File: src/rtl/spi_i2s_rxfifo_ctrl_if.sv
// Bus bundle for the SPI_I2S RX FIFO read controller: FIFO read port, DMA burst port and CPU pop port.
// The master modport is the controller side; slave is the FIFO/DMA/CPU environment.
interface spi_i2s_rxfifo_ctrl_if #(
  parameter int DATA_W = 32,
  parameter int FILL_W = 4
);
  logic [FILL_W-1:0] fifo_fill;
  logic [DATA_W-1:0] fifo_data;
  logic              fifo_read;

  logic              dma_req;
  logic              dma_gnt;
  logic              dma_valid;
  logic [DATA_W-1:0] dma_data;
  logic              dma_last;
  logic              dma_ready;

  logic              cpu_rd_req;
  logic              cpu_rd_valid;
  logic [DATA_W-1:0] cpu_rd_data;
  logic              cpu_rd_err;

  modport master (
    input  fifo_fill, fifo_data, dma_gnt, dma_ready, cpu_rd_req,
    output fifo_read, dma_req, dma_valid, dma_data, dma_last,
           cpu_rd_valid, cpu_rd_data, cpu_rd_err
  );

  modport slave (
    output fifo_fill, fifo_data, dma_gnt, dma_ready, cpu_rd_req,
    input  fifo_read, dma_req, dma_valid, dma_data, dma_last,
           cpu_rd_valid, cpu_rd_data, cpu_rd_err
  );
endinterface

File: src/rtl/spi_i2s_rxfifo_ctrl.sv
// SPI_I2S RX FIFO read-side controller: CPU single pops (priority) and watermark DMA bursts.
// Optional idle-partial timeout with flush burst is built when SPI_I2S_RXCTRL_TIMEOUT_EN is defined.
module spi_i2s_rxfifo_ctrl #(
  parameter int DATA_W = 32,
  parameter int FILL_W = 4,
  parameter int TO_W   = 16
) (
  input  logic              clk,
  input  logic              rst_n,
  input  logic              enable_i,
  input  logic              dma_en_i,
  input  logic [FILL_W-1:0] watermark_i,
  input  logic [TO_W-1:0]   timeout_cycles_i,
  input  logic              irq_clr_i,
  output logic              irq_wm_o,
  output logic              irq_timeout_o,
  spi_i2s_rxfifo_ctrl_if.master rx_bus
);

  typedef enum logic [2:0] {
    IDLE    = 3'd0,
    CPU_RD  = 3'd1,
    CPU_CAP = 3'd2,
    DMA_REQ = 3'd3,
    DMA_RD  = 3'd4,
    DMA_CAP = 3'd5,
    DMA_OUT = 3'd6
  } state_e;

  state_e            state_q, state_d;
  logic              pend_q, pend_d;
  logic              err_q, err_d;
  logic [FILL_W-1:0] burst_q, burst_d;
  logic [DATA_W-1:0] hold_q, hold_d;
  logic [DATA_W-1:0] rdat_q, rdat_d;
  logic [FILL_W-1:0] wm_eff_s;
  logic              cpu_want_s;
  logic              to_fire_s;

  // Clamp the programmed watermark into the legal 1..8 range.
  always_comb begin
    if (watermark_i == '0) begin
      wm_eff_s = FILL_W'(1);
    end else if (watermark_i > FILL_W'(8)) begin
      wm_eff_s = FILL_W'(8);
    end else begin
      wm_eff_s = watermark_i;
    end
  end

  assign cpu_want_s = pend_q | rx_bus.cpu_rd_req;
  assign irq_wm_o   = (rx_bus.fifo_fill >= wm_eff_s);

`ifdef SPI_I2S_RXCTRL_TIMEOUT_EN
  logic [TO_W-1:0]   to_q, to_d;
  logic [FILL_W-1:0] fill_q;
  logic              irq_q, irq_d;
  logic              to_arm_s;

  // Count idle cycles with a stable partial fill; a set in the same cycle as irq_clr wins.
  always_comb begin
    to_arm_s  = enable_i && (state_q == IDLE) && (rx_bus.fifo_fill != '0) &&
                (rx_bus.fifo_fill < wm_eff_s) && !cpu_want_s && (rx_bus.fifo_fill == fill_q);
    to_fire_s = 1'b0;
    to_d      = '0;
    if (to_arm_s) begin
      if ((timeout_cycles_i != '0) && ((to_q + TO_W'(1)) == timeout_cycles_i)) begin
        to_fire_s = 1'b1;
        to_d      = '0;
      end else begin
        to_fire_s = 1'b0;
        to_d      = to_q + TO_W'(1);
      end
    end else begin
      to_d = '0;
    end
    irq_d = to_fire_s | (irq_q & ~irq_clr_i);
  end

  // Timeout counter, fill history and sticky flag.
  always_ff @(posedge clk) begin
    if (!rst_n) begin
      to_q   <= '0;
      fill_q <= '0;
      irq_q  <= 1'b0;
    end else begin
      to_q   <= to_d;
      fill_q <= rx_bus.fifo_fill;
      irq_q  <= irq_d;
    end
  end

  assign irq_timeout_o = irq_q;
`else
  logic unused_to_s;
  assign unused_to_s   = ^{timeout_cycles_i, irq_clr_i};
  assign to_fire_s     = 1'b0;
  assign irq_timeout_o = 1'b0;
`endif

  // Next-state and datapath updates; disabling the block discards any in-flight word.
  always_comb begin
    state_d = state_q;
    pend_d  = pend_q | rx_bus.cpu_rd_req;
    err_d   = 1'b0;
    burst_d = burst_q;
    hold_d  = hold_q;
    rdat_d  = rdat_q;
    case (state_q)
      IDLE: begin
        if (cpu_want_s) begin
          if (rx_bus.fifo_fill != '0) begin
            state_d = CPU_RD;
          end else begin
            err_d  = 1'b1;
            rdat_d = '0;
            pend_d = 1'b0;
          end
        end else if (dma_en_i && (rx_bus.fifo_fill >= wm_eff_s)) begin
          state_d = DMA_REQ;
          burst_d = wm_eff_s;
        end else if (to_fire_s && dma_en_i) begin
          state_d = DMA_REQ;
          burst_d = rx_bus.fifo_fill;
        end else begin
          state_d = IDLE;
        end
      end
      CPU_RD:  state_d = CPU_CAP;
      CPU_CAP: begin
        rdat_d  = rx_bus.fifo_data;
        pend_d  = rx_bus.cpu_rd_req;
        state_d = IDLE;
      end
      DMA_REQ: begin
        if (rx_bus.dma_gnt) begin
          state_d = DMA_RD;
        end else begin
          state_d = DMA_REQ;
        end
      end
      DMA_RD:  state_d = DMA_CAP;
      DMA_CAP: begin
        hold_d  = rx_bus.fifo_data;
        state_d = DMA_OUT;
      end
      DMA_OUT: begin
        if (rx_bus.dma_ready) begin
          burst_d = burst_q - FILL_W'(1);
          if (burst_q == FILL_W'(1)) begin
            state_d = IDLE;
          end else begin
            state_d = DMA_RD;
          end
        end else begin
          state_d = DMA_OUT;
        end
      end
      default: state_d = IDLE;
    endcase
    if (!enable_i) begin
      state_d = IDLE;
      pend_d  = 1'b0;
      err_d   = 1'b0;
      burst_d = '0;
      hold_d  = '0;
      rdat_d  = '0;
    end else begin
      state_d = state_d;
    end
  end

  // Control and data registers.
  always_ff @(posedge clk) begin
    if (!rst_n) begin
      state_q <= IDLE;
      pend_q  <= 1'b0;
      err_q   <= 1'b0;
      burst_q <= '0;
      hold_q  <= '0;
      rdat_q  <= '0;
    end else begin
      state_q <= state_d;
      pend_q  <= pend_d;
      err_q   <= err_d;
      burst_q <= burst_d;
      hold_q  <= hold_d;
      rdat_q  <= rdat_d;
    end
  end

  // The FIFO word is only present during CPU_CAP, so the response passes it straight through then.
  assign rx_bus.fifo_read    = (state_q == CPU_RD) || (state_q == DMA_RD);
  assign rx_bus.dma_req      = (state_q == DMA_REQ);
  assign rx_bus.dma_valid    = (state_q == DMA_OUT);
  assign rx_bus.dma_data     = hold_q;
  assign rx_bus.dma_last     = (state_q == DMA_OUT) && (burst_q == FILL_W'(1));
  assign rx_bus.cpu_rd_valid = (state_q == CPU_CAP) || err_q;
  assign rx_bus.cpu_rd_err   = err_q;
  assign rx_bus.cpu_rd_data  = (state_q == CPU_CAP) ? rx_bus.fifo_data : rdat_q;

endmodule

File: src/flat_wrapper.sv
// flat-port wrapper written by rule: the top's interface ports become plain ports
module spi_i2s_rxfifo_ctrl_flat 
#(
  parameter int DATA_W = 32,
  parameter int FILL_W = 4,
  parameter int TO_W   = 16
)
  (clk, rst_n, enable_i, dma_en_i, watermark_i, timeout_cycles_i, irq_clr_i, irq_wm_o, irq_timeout_o, rx_bus_fifo_fill, rx_bus_fifo_data, rx_bus_dma_gnt, rx_bus_dma_ready, rx_bus_cpu_rd_req, rx_bus_fifo_read, rx_bus_dma_req, rx_bus_dma_valid, rx_bus_dma_data, rx_bus_dma_last, rx_bus_cpu_rd_valid, rx_bus_cpu_rd_data, rx_bus_cpu_rd_err);
  spi_i2s_rxfifo_ctrl_if #(.DATA_W(DATA_W), .FILL_W(FILL_W)) rx_bus_i ();
  input  logic clk;
  input  logic rst_n;
  input  logic enable_i;
  input  logic dma_en_i;
  input  logic [FILL_W-1:0] watermark_i;
  input  logic [TO_W-1:0] timeout_cycles_i;
  input  logic irq_clr_i;
  output logic irq_wm_o;
  output logic irq_timeout_o;
  input wire logic [$bits(rx_bus_i.fifo_fill)-1:0] rx_bus_fifo_fill;
  input wire logic [$bits(rx_bus_i.fifo_data)-1:0] rx_bus_fifo_data;
  input wire logic [$bits(rx_bus_i.dma_gnt)-1:0] rx_bus_dma_gnt;
  input wire logic [$bits(rx_bus_i.dma_ready)-1:0] rx_bus_dma_ready;
  input wire logic [$bits(rx_bus_i.cpu_rd_req)-1:0] rx_bus_cpu_rd_req;
  output wire logic [$bits(rx_bus_i.fifo_read)-1:0] rx_bus_fifo_read;
  output wire logic [$bits(rx_bus_i.dma_req)-1:0] rx_bus_dma_req;
  output wire logic [$bits(rx_bus_i.dma_valid)-1:0] rx_bus_dma_valid;
  output wire logic [$bits(rx_bus_i.dma_data)-1:0] rx_bus_dma_data;
  output wire logic [$bits(rx_bus_i.dma_last)-1:0] rx_bus_dma_last;
  output wire logic [$bits(rx_bus_i.cpu_rd_valid)-1:0] rx_bus_cpu_rd_valid;
  output wire logic [$bits(rx_bus_i.cpu_rd_data)-1:0] rx_bus_cpu_rd_data;
  output wire logic [$bits(rx_bus_i.cpu_rd_err)-1:0] rx_bus_cpu_rd_err;
  assign rx_bus_i.fifo_fill = rx_bus_fifo_fill;
  assign rx_bus_i.fifo_data = rx_bus_fifo_data;
  assign rx_bus_i.dma_gnt = rx_bus_dma_gnt;
  assign rx_bus_i.dma_ready = rx_bus_dma_ready;
  assign rx_bus_i.cpu_rd_req = rx_bus_cpu_rd_req;
  assign rx_bus_fifo_read = rx_bus_i.fifo_read;
  assign rx_bus_dma_req = rx_bus_i.dma_req;
  assign rx_bus_dma_valid = rx_bus_i.dma_valid;
  assign rx_bus_dma_data = rx_bus_i.dma_data;
  assign rx_bus_dma_last = rx_bus_i.dma_last;
  assign rx_bus_cpu_rd_valid = rx_bus_i.cpu_rd_valid;
  assign rx_bus_cpu_rd_data = rx_bus_i.cpu_rd_data;
  assign rx_bus_cpu_rd_err = rx_bus_i.cpu_rd_err;
  spi_i2s_rxfifo_ctrl #(.DATA_W(DATA_W), .FILL_W(FILL_W), .TO_W(TO_W)) u_core (.clk(clk), .rst_n(rst_n), .enable_i(enable_i), .dma_en_i(dma_en_i), .watermark_i(watermark_i), .timeout_cycles_i(timeout_cycles_i), .irq_clr_i(irq_clr_i), .irq_wm_o(irq_wm_o), .irq_timeout_o(irq_timeout_o), .rx_bus(rx_bus_i));
endmodule
File: config.mk
export PLATFORM = sky130hd
export DESIGN_NAME = spi_i2s_rxfifo_ctrl_flat
export DESIGN_NICKNAME = d
export VERILOG_FILES = /design/src/rtl/spi_i2s_rxfifo_ctrl_if.sv /design/src/rtl/spi_i2s_rxfifo_ctrl.sv /design/src/flat_wrapper.sv
export SDC_FILE = /design/constraint.sdc
export NUM_CORES = 1
export LEC_CHECK = 0
export CAP_MARGIN = 20
export CORE_MARGIN = 2
export CORE_UTILIZATION = 44
export CTS_BUF_LIST = sky130_fd_sc_hd__clkbuf_8
export CTS_CLUSTER_SIZE = 30
export DETAILED_ROUTE_END_ITERATION = 7
export PLACE_DENSITY = 0.83
export SETUP_SLACK_MARGIN = 0.15
export SKIP_LAST_GASP = 1
export SLEW_MARGIN = 25
export SYNTH_ARGS = -nofsm -noshare
export SYNTH_HDL_FRONTEND = slang
export SYNTH_SLANG_ARGS = --single-unit
File: constraint.sdc
create_clock -name clk -period 2.7 [get_ports clk]
set_input_delay 0.54 -clock clk [delete_from_list [all_inputs] [get_ports clk]]
set_output_delay 0.54 -clock clk [all_outputs]
set_load 0.01 [all_outputs]
==> results.sh, run 1 <==
export IMPL_status="completed"
export IMPL_avgRoutedWirePerCell_um=15.1
export IMPL_grt_ovfl_total=0
export IMPL_grtUsageMet2_pct=37.2
export IMPL_core_area_sq_um=6870
export IMPL_clock_path_buffers=2
export IMPL_die_x_um=88.8
export IMPL_synthTopCellsByArea="dfxtp_1 46%, mux2_2 11%, a22o_1 8.9%, nand2_1 8.7%, a21oi_1 5.7%"
export IMPL_power_density_nw_per_um2=478
export IMPL_netlist_area_sq_um=3160
export IMPL_critPathCaptureType="primary output"
export IMPL_crit_chain="nor3b_4 > buf_12 > mux2_2 > clkdlybuf4s50_1"
export IMPL_period_share_pct=98.0
export IMPL_finalNonFillerCells=564
export IMPL_vias_per_cell=5.21
export IMPL_start_util_pct=46.0
export IMPL_ir_drop_mv=0.327
export IMPL_ios=136
export IMPL_grt_pass1_wl_um=13300
export IMPL_post_route_util_pct=69.3
export IMPL_fin_tns_setup_ns=0
export IMPL_yosysTopAreaCellShare_pct=46.2
export IMPL_fp_dieH_um=88.8
export IMPL_power_leakage_nw=1.80
export IMPL_cp_max_fo=17
export IMPL_timing_fmax_mhz=378
export IMPL_grt_max_degree=39
export IMPL_hold_class="flop to flop"
export IMPL_yosysSeqAreaShare_pct=46.2
export IMPL_hold_buffers=0
export IMPL_top_usage_layer="met2"
export IMPL_drt_iter0_markers=89
export IMPL_crit_path_top_delay_cell="clkdlybuf4s50_1"
export IMPL_vias=2938
export IMPL_setup_viol=0
export IMPL_fillers=540
export IMPL_place_hpwl_um=6020
export IMPL_design_area_sq_um=4760
export IMPL_synth_seq_cells=73
export IMPL_syn_avg_cell_area_sq_um=9.27
export IMPL_clkTransAtPathRegs_ns=0.08
export IMPL_synth_common_cells="73 x dfxtp_1, 73 x nand2_1, 36 x a21oi_1"
export IMPL_postRouteAntennaNets=0
export IMPL_antenna_found_initial=0
export IMPL_fp_row_count=30
export IMPL_synth_edff_count=0
export IMPL_hold_viol_final=0
export IMPL_met3_usage_pct=6.16
export IMPL_required_ns=2.16
export IMPL_io_buffers=117
export IMPL_ys_flop_type="dfxtp_1"
export IMPL_cts_tree="built"
export IMPL_synth_top_cell_by_area="dfxtp_1"
export IMPL_drt_first_pass_iters=4
export IMPL_cpPeakStageDelay_ns=0.50
export IMPL_synth_async_reset_ratio_pct=0
export IMPL_drc=0
export IMPL_finish_net_count=533
export IMPL_area_growth_pct=50.6
export IMPL_cts_root_buf="clkbuf_8"
export IMPL_cts_buffers=9
export IMPL_grt_usage_pct=21.8
export IMPL_cts_max_level=3
export IMPL_grt_setup_unrepaired="yes"
export IMPL_synthCells=341
export IMPL_worst_setup_path_start_kind="flop"
export IMPL_drive_above_1_share_pct=16.9
export IMPL_cts_num_sinks=73
export IMPL_syn_nets=411
export IMPL_holdWs_ns=0.456
export IMPL_synth_distinct_cells=44
export IMPL_fin_crit_ns=2.65
export IMPL_dpl_instance_area_sq_um=4490
export IMPL_drv_slew=0
export IMPL_grt_pass1_vias=2853
export IMPL_yosysWarnings=0
export IMPL_met1_usage_pct=26.5
export IMPL_dieArea_sq_um=7880
export IMPL_place_congestion=0.809
export IMPL_num_antenna_cells=0
export IMPL_wirelength_um=8530
export IMPL_dp_cells=546
export IMPL_cap_viol_max_count=0
export IMPL_r2r_setup_slack_ns=0.99
export IMPL_clkLatencyLatePin_ns=0.34
export IMPL_worstSetupPathType="flop to primary output"
export IMPL_final_setup_skew_ns=0.00654
export IMPL_critPathArrivalTime_ns=2.11
==> what timing repair did <==
item,CTS,global route
hold endpoints to repair,0,0
buffers inserted,0,2
gates resized for setup,11,5
pin swaps,5,4
setup endpoints to repair,35,37
==> where the power goes <==
part	switching (mW)	internal, mW	leakage [nW]
logic	0.109	0.144	1.11
registers	0.00591	1.08	0.589
clock network	0.413	0.520	0.107
total	0.528	1.75	1.80
==> per-layer routing <==
| layer | up-vias | share of wire [%] |
|---|---|---|
| met1 | 1409 | 45 |
| met2 | 80 | 49 |
| met4 | 0 | 0.60 |
| met5 | - | 0 |
| li1 | 1442 | - |
| met3 | 7 | 5.5 |
==> state kept, by name (all words and copies together), names as in the netlist <==
name / flops
u_core.rdat_q: 32
u_core.rx_bus.cpu_rd_err: 1
u_core.rx_bus.dma_data: 32
u_core.state_q: 3
u_core.pend_q: 1
u_core.burst_q: 4
==> cell type report <==
type                       count  area [sq um]  area share [%]
multi-input combinational    237          1590            33.4
clock buffer                   9           124            2.60
clock inverter                 7          96.3            2.02
inverter                       5          18.8           0.394
timing repair buffer         137          1350            28.3
tap                           96           120            2.52
sequential                    73          1460            30.7
==> per-stage QoR <==
| stage | setup slack (ns) | power, mW |
|---|---|---|
| after CTS | 0.0375 | 2.29 |
| final | 0.0529 | 2.27 |
| after floorplan | 0.509 | 1.21 |
| after global routing | -0.0310 | 2.35 |
| after global placement | -0.439 | 1.36 |
| after detailed placement | -0.459 | 1.36 |
==> final timing paths <==
kind	start	to	cells after the start
worst min-delay path	u_core.rx_bus.dma_data[1]	u_core.rx_bus.dma_data[1]	2
worst max-delay path	u_core.state_q[0]	rx_bus_cpu_rd_data[4]	4
worst max register to register	u_core.state_q[1]	u_core.burst_q[0]	6
worst min register to register	u_core.rx_bus.dma_data[1]	u_core.rx_bus.dma_data[1]	2
==> layout by cell type (no fill, tap or decap), drive strengths merged, types with 3 or more instances in the layout <==
| cell | count |
|---|---|
| mux2 | 32 |
| dfxtp | 73 |
| nor3 | 5 |
| buf | 21 |
| nand2 | 73 |
| nand3b | 3 |
| and2 | 4 |
| or3 | 4 |
| nor2 | 11 |
| clkbuf | 9 |
| dlymetal6s2s | 3 |
| o21ai | 4 |
| ha | 6 |
| inv | 6 |
| a22o | 32 |
| clkdlybuf4s50 | 110 |
| dlygate4sd2 | 3 |
| a21oi | 36 |
==> cell families (layout without fill, tap and decap cells) <==
logic type	count (synthesis)	in the layout	synth area share, %
AO/OA/AOI/OAI	83	83	18.1
XOR/XNOR	1	1	0.277
adder cells (fa/ha/maj)	6	6	2.38
buffers and inverters	31	158	4.67
flip-flops	73	73	46.2
multiplexers	33	33	11.7
other	1	1	0.119
AND/OR/NAND/NOR	113	113	16.5
==> worst max-delay path, delay by kind of cell, from the launching register on <==
kind                   cells  cell delay, ns
and+or+nand+nor            1            0.33
DFF                        1            0.39
muxes                      1            0.34
buffers and inverters      2            0.70
Note: power is estimated with default switching activity, not from simulation.
==> inputs of run 2 (changes only) <==
--- a/config.mk
+++ b/config.mk
@@ -14,7 +14,7 @@
 export PLACE_DENSITY = 0.83
 export SETUP_SLACK_MARGIN = 0.15
 export SKIP_LAST_GASP = 1
-export SLEW_MARGIN = 25
+export SLEW_MARGIN = 0
 export SYNTH_ARGS = -nofsm -noshare
 export SYNTH_HDL_FRONTEND = slang
 export SYNTH_SLANG_ARGS = --single-unit
==> results of run 2 <==
Final layout, timing and power as in run 1 (identical DEF).
==> inputs of run 3 (changes only) <==
--- a/config.mk
+++ b/config.mk
@@ -6,12 +6,11 @@
 export NUM_CORES = 1
 export LEC_CHECK = 0
 export CAP_MARGIN = 20
-export CORE_MARGIN = 2
 export CORE_UTILIZATION = 44
 export CTS_BUF_LIST = sky130_fd_sc_hd__clkbuf_8
 export CTS_CLUSTER_SIZE = 30
 export DETAILED_ROUTE_END_ITERATION = 7
-export PLACE_DENSITY = 0.83
+export PLACE_DENSITY_LB_ADDON = 0.1
 export SETUP_SLACK_MARGIN = 0.15
 export SKIP_LAST_GASP = 1
 export SLEW_MARGIN = 0
==> results.sh, run 3 (same netlist as run 1, synthesis figures left out) <==
export IMPL_critPathArrivalTime_ns=2.06
export IMPL_crit_top_cell="nor2_1"
export IMPL_fp_row_count=30
export IMPL_fin_tns_setup_ns=0
export IMPL_grt_max_degree=39
export IMPL_grt_pass1_wl_um=13000
export IMPL_grt_pass1_vias=2722
export IMPL_p_total_mw=2.25
export IMPL_power_frac_comb_pct=11.3
export IMPL_hold_buffers=0
export IMPL_cts_tree="built"
export IMPL_vias_per_cell=5.10
export IMPL_core_area_sq_um=6870
export IMPL_r2r_setup_slack_ns=0.93
export IMPL_status="completed"
export IMPL_place_hpwl_um=5530
export IMPL_power_leakage_nw=2.38
export IMPL_clkPwrFrac_pct=40.5
export IMPL_crit_chain="clkdlybuf4s50_1 > nor2_2 > nor2_1 > ha_1 > nand2b_4 > a2111oi_4 > nor2_1 > buf_2"
export IMPL_period_share_pct=96.2
export IMPL_internal_power_mw=1.71
export IMPL_drive_above_1_share_pct=17.6
export IMPL_power_density_nw_per_um2=463
export IMPL_area_growth_pct=54.1
export IMPL_fp_dieH_um=86.8
export IMPL_grt_ovfl_total=0
export IMPL_timing_fmax_mhz=385
export IMPL_required_ns=2.16
export IMPL_p_sw_share_pct=24.2
export IMPL_io_buffers=117
export IMPL_layout_commonest_cell="clkdlybuf4s50_1"
export IMPL_dp_cells=547
export IMPL_cp_max_fo=2
export IMPL_finalNonFillerCells=567
export IMPL_cts_max_level=3
export IMPL_cts_root_buf="clkbuf_8"
export IMPL_vias=2889
export IMPL_fin_crit_ns=2.60
export IMPL_worst_setup_path_start_kind="input pin"
export IMPL_hold_viol_final=0
export IMPL_cpPeakStageDelay_ns=0.47
export IMPL_critPathCaptureType="primary output"
export IMPL_clock_path_buffers=2
export IMPL_drt_first_pass_iters=4
export IMPL_worstSetupPathType="input pin to primary output"
export IMPL_power_switching_mw=0.545
export IMPL_cap_viol_max_count=0
export IMPL_grt_usage_pct=22.2
export IMPL_clkLatencyLatePin_ns=0.35
export IMPL_p_seq_share_pct=48.2
export IMPL_setup_viol=0
export IMPL_place_congestion=0.834
export IMPL_drc=0
export IMPL_postRouteAntennaNets=0
export IMPL_wirelength_um=8480
export IMPL_mostFrequentLayoutCells="80 x clkdlybuf4s50_1, 73 x nand2_1, 72 x dfxtp_1"
export IMPL_cts_buffers=9
export IMPL_crit_family="buffers and inverters"
export IMPL_grt_setup_unrepaired="yes"
export IMPL_dieArea_sq_um=7530
export IMPL_drt_iter0_markers=151
export IMPL_start_util_pct=46.0
export IMPL_antenna_found_initial=0
export IMPL_crit_buf_inv=2
export IMPL_num_antenna_cells=0
export IMPL_finish_net_count=536
export IMPL_hold_class="flop to flop"
export IMPL_final_setup_skew_ns=0.0154
export IMPL_avgRoutedWirePerCell_um=15.0
export IMPL_ir_drop_mv=0.303
export IMPL_clkTransAtPathRegs_ns=0.07
export IMPL_post_route_util_pct=70.9
export IMPL_drv_slew=0
export IMPL_cts_num_sinks=73
export IMPL_crit_path_top_delay_cell="clkdlybuf4s50_1"
export IMPL_die_x_um=86.8
export IMPL_ios=136
-- run 3: changes by cell type in the layout (fill, tap and decap cells not counted), sizes merged --
cell           before  now
buf                21   22
bufinv              2    1
clkbuf              9   13
clkdlybuf4s50     110   80
clkinv              2    1
dlymetal6s2s        3   33
-- run 3: final timing paths --
check | startpoint | endpoint | cells after the start
max reg2reg | u_core.state_q[0] | u_core.burst_q[0] | 6
max | watermark_i[0] | irq_wm_o | 8
min reg2reg | u_core.rx_bus.dma_data[3] | u_core.rx_bus.dma_data[3] | 2
min | u_core.rx_bus.dma_data[3] | u_core.rx_bus.dma_data[3] | 2
-- run 3: what timing repair did --
item                       in CTS  in global routing
resized for setup              11                 38
setup endpoints to repair      26                 36
buffers inserted                0                  2
pin swaps                       4                  1
gates cloned                    0                  2
-- run 3: layer usage --
metal	up-vias	global-route usage [%]	part of all wire [%]
li1	1444	-	-
met2	92	36.7	48
met3	8	5.62	5.8
met1	1345	28.5	45
met4	0	7.27	0.83
met5	-	0	0
-- run 3: worst register-to-register path, cell delays in order, from the launching register on --
cell	delay, ns
dfxtp_1	0.34
buf_4	0.18
nor3_2	0.20
nand3_1	0.09
or3_1	0.41
or3_1	0.35
a31oi_1	0.15
-- run 3: layout make-up --
cell class,count,area [sq um]
clock inverters,5,62.6
inverters,5,18.8
fillers,551,2000
well taps,96,120
clock buffers,11,151
flip-flops and latches,73,1460
multi-input cells,237,1590
repair buffers,140,1470
-- run 3: per-stage QoR --
stage | area [sq um] | hold slack (ns) | setup slack, ns
after floorplan | 3160 | 0.445 | 0.509
after global placement | 4500 | 0.442 | -0.439
after detailed placement | 4500 | 0.448 | -0.473
after CTS | 4730 | 0.458 | 0.0953
after global routing | 4870 | 0.472 | 0.0142
final | 4870 | 0.455 | 0.103
-- run 3: power by group through the flow --
stage                     clock network, mW  registers [mW]  logic, mW
final                                 0.913            1.09      0.254
after global routing                  0.977            1.09      0.273
after CTS                             0.927            1.09      0.253
after floorplan                           0            1.11     0.0988
after detailed placement                  0            1.11      0.249
after global placement                    0            1.11      0.247
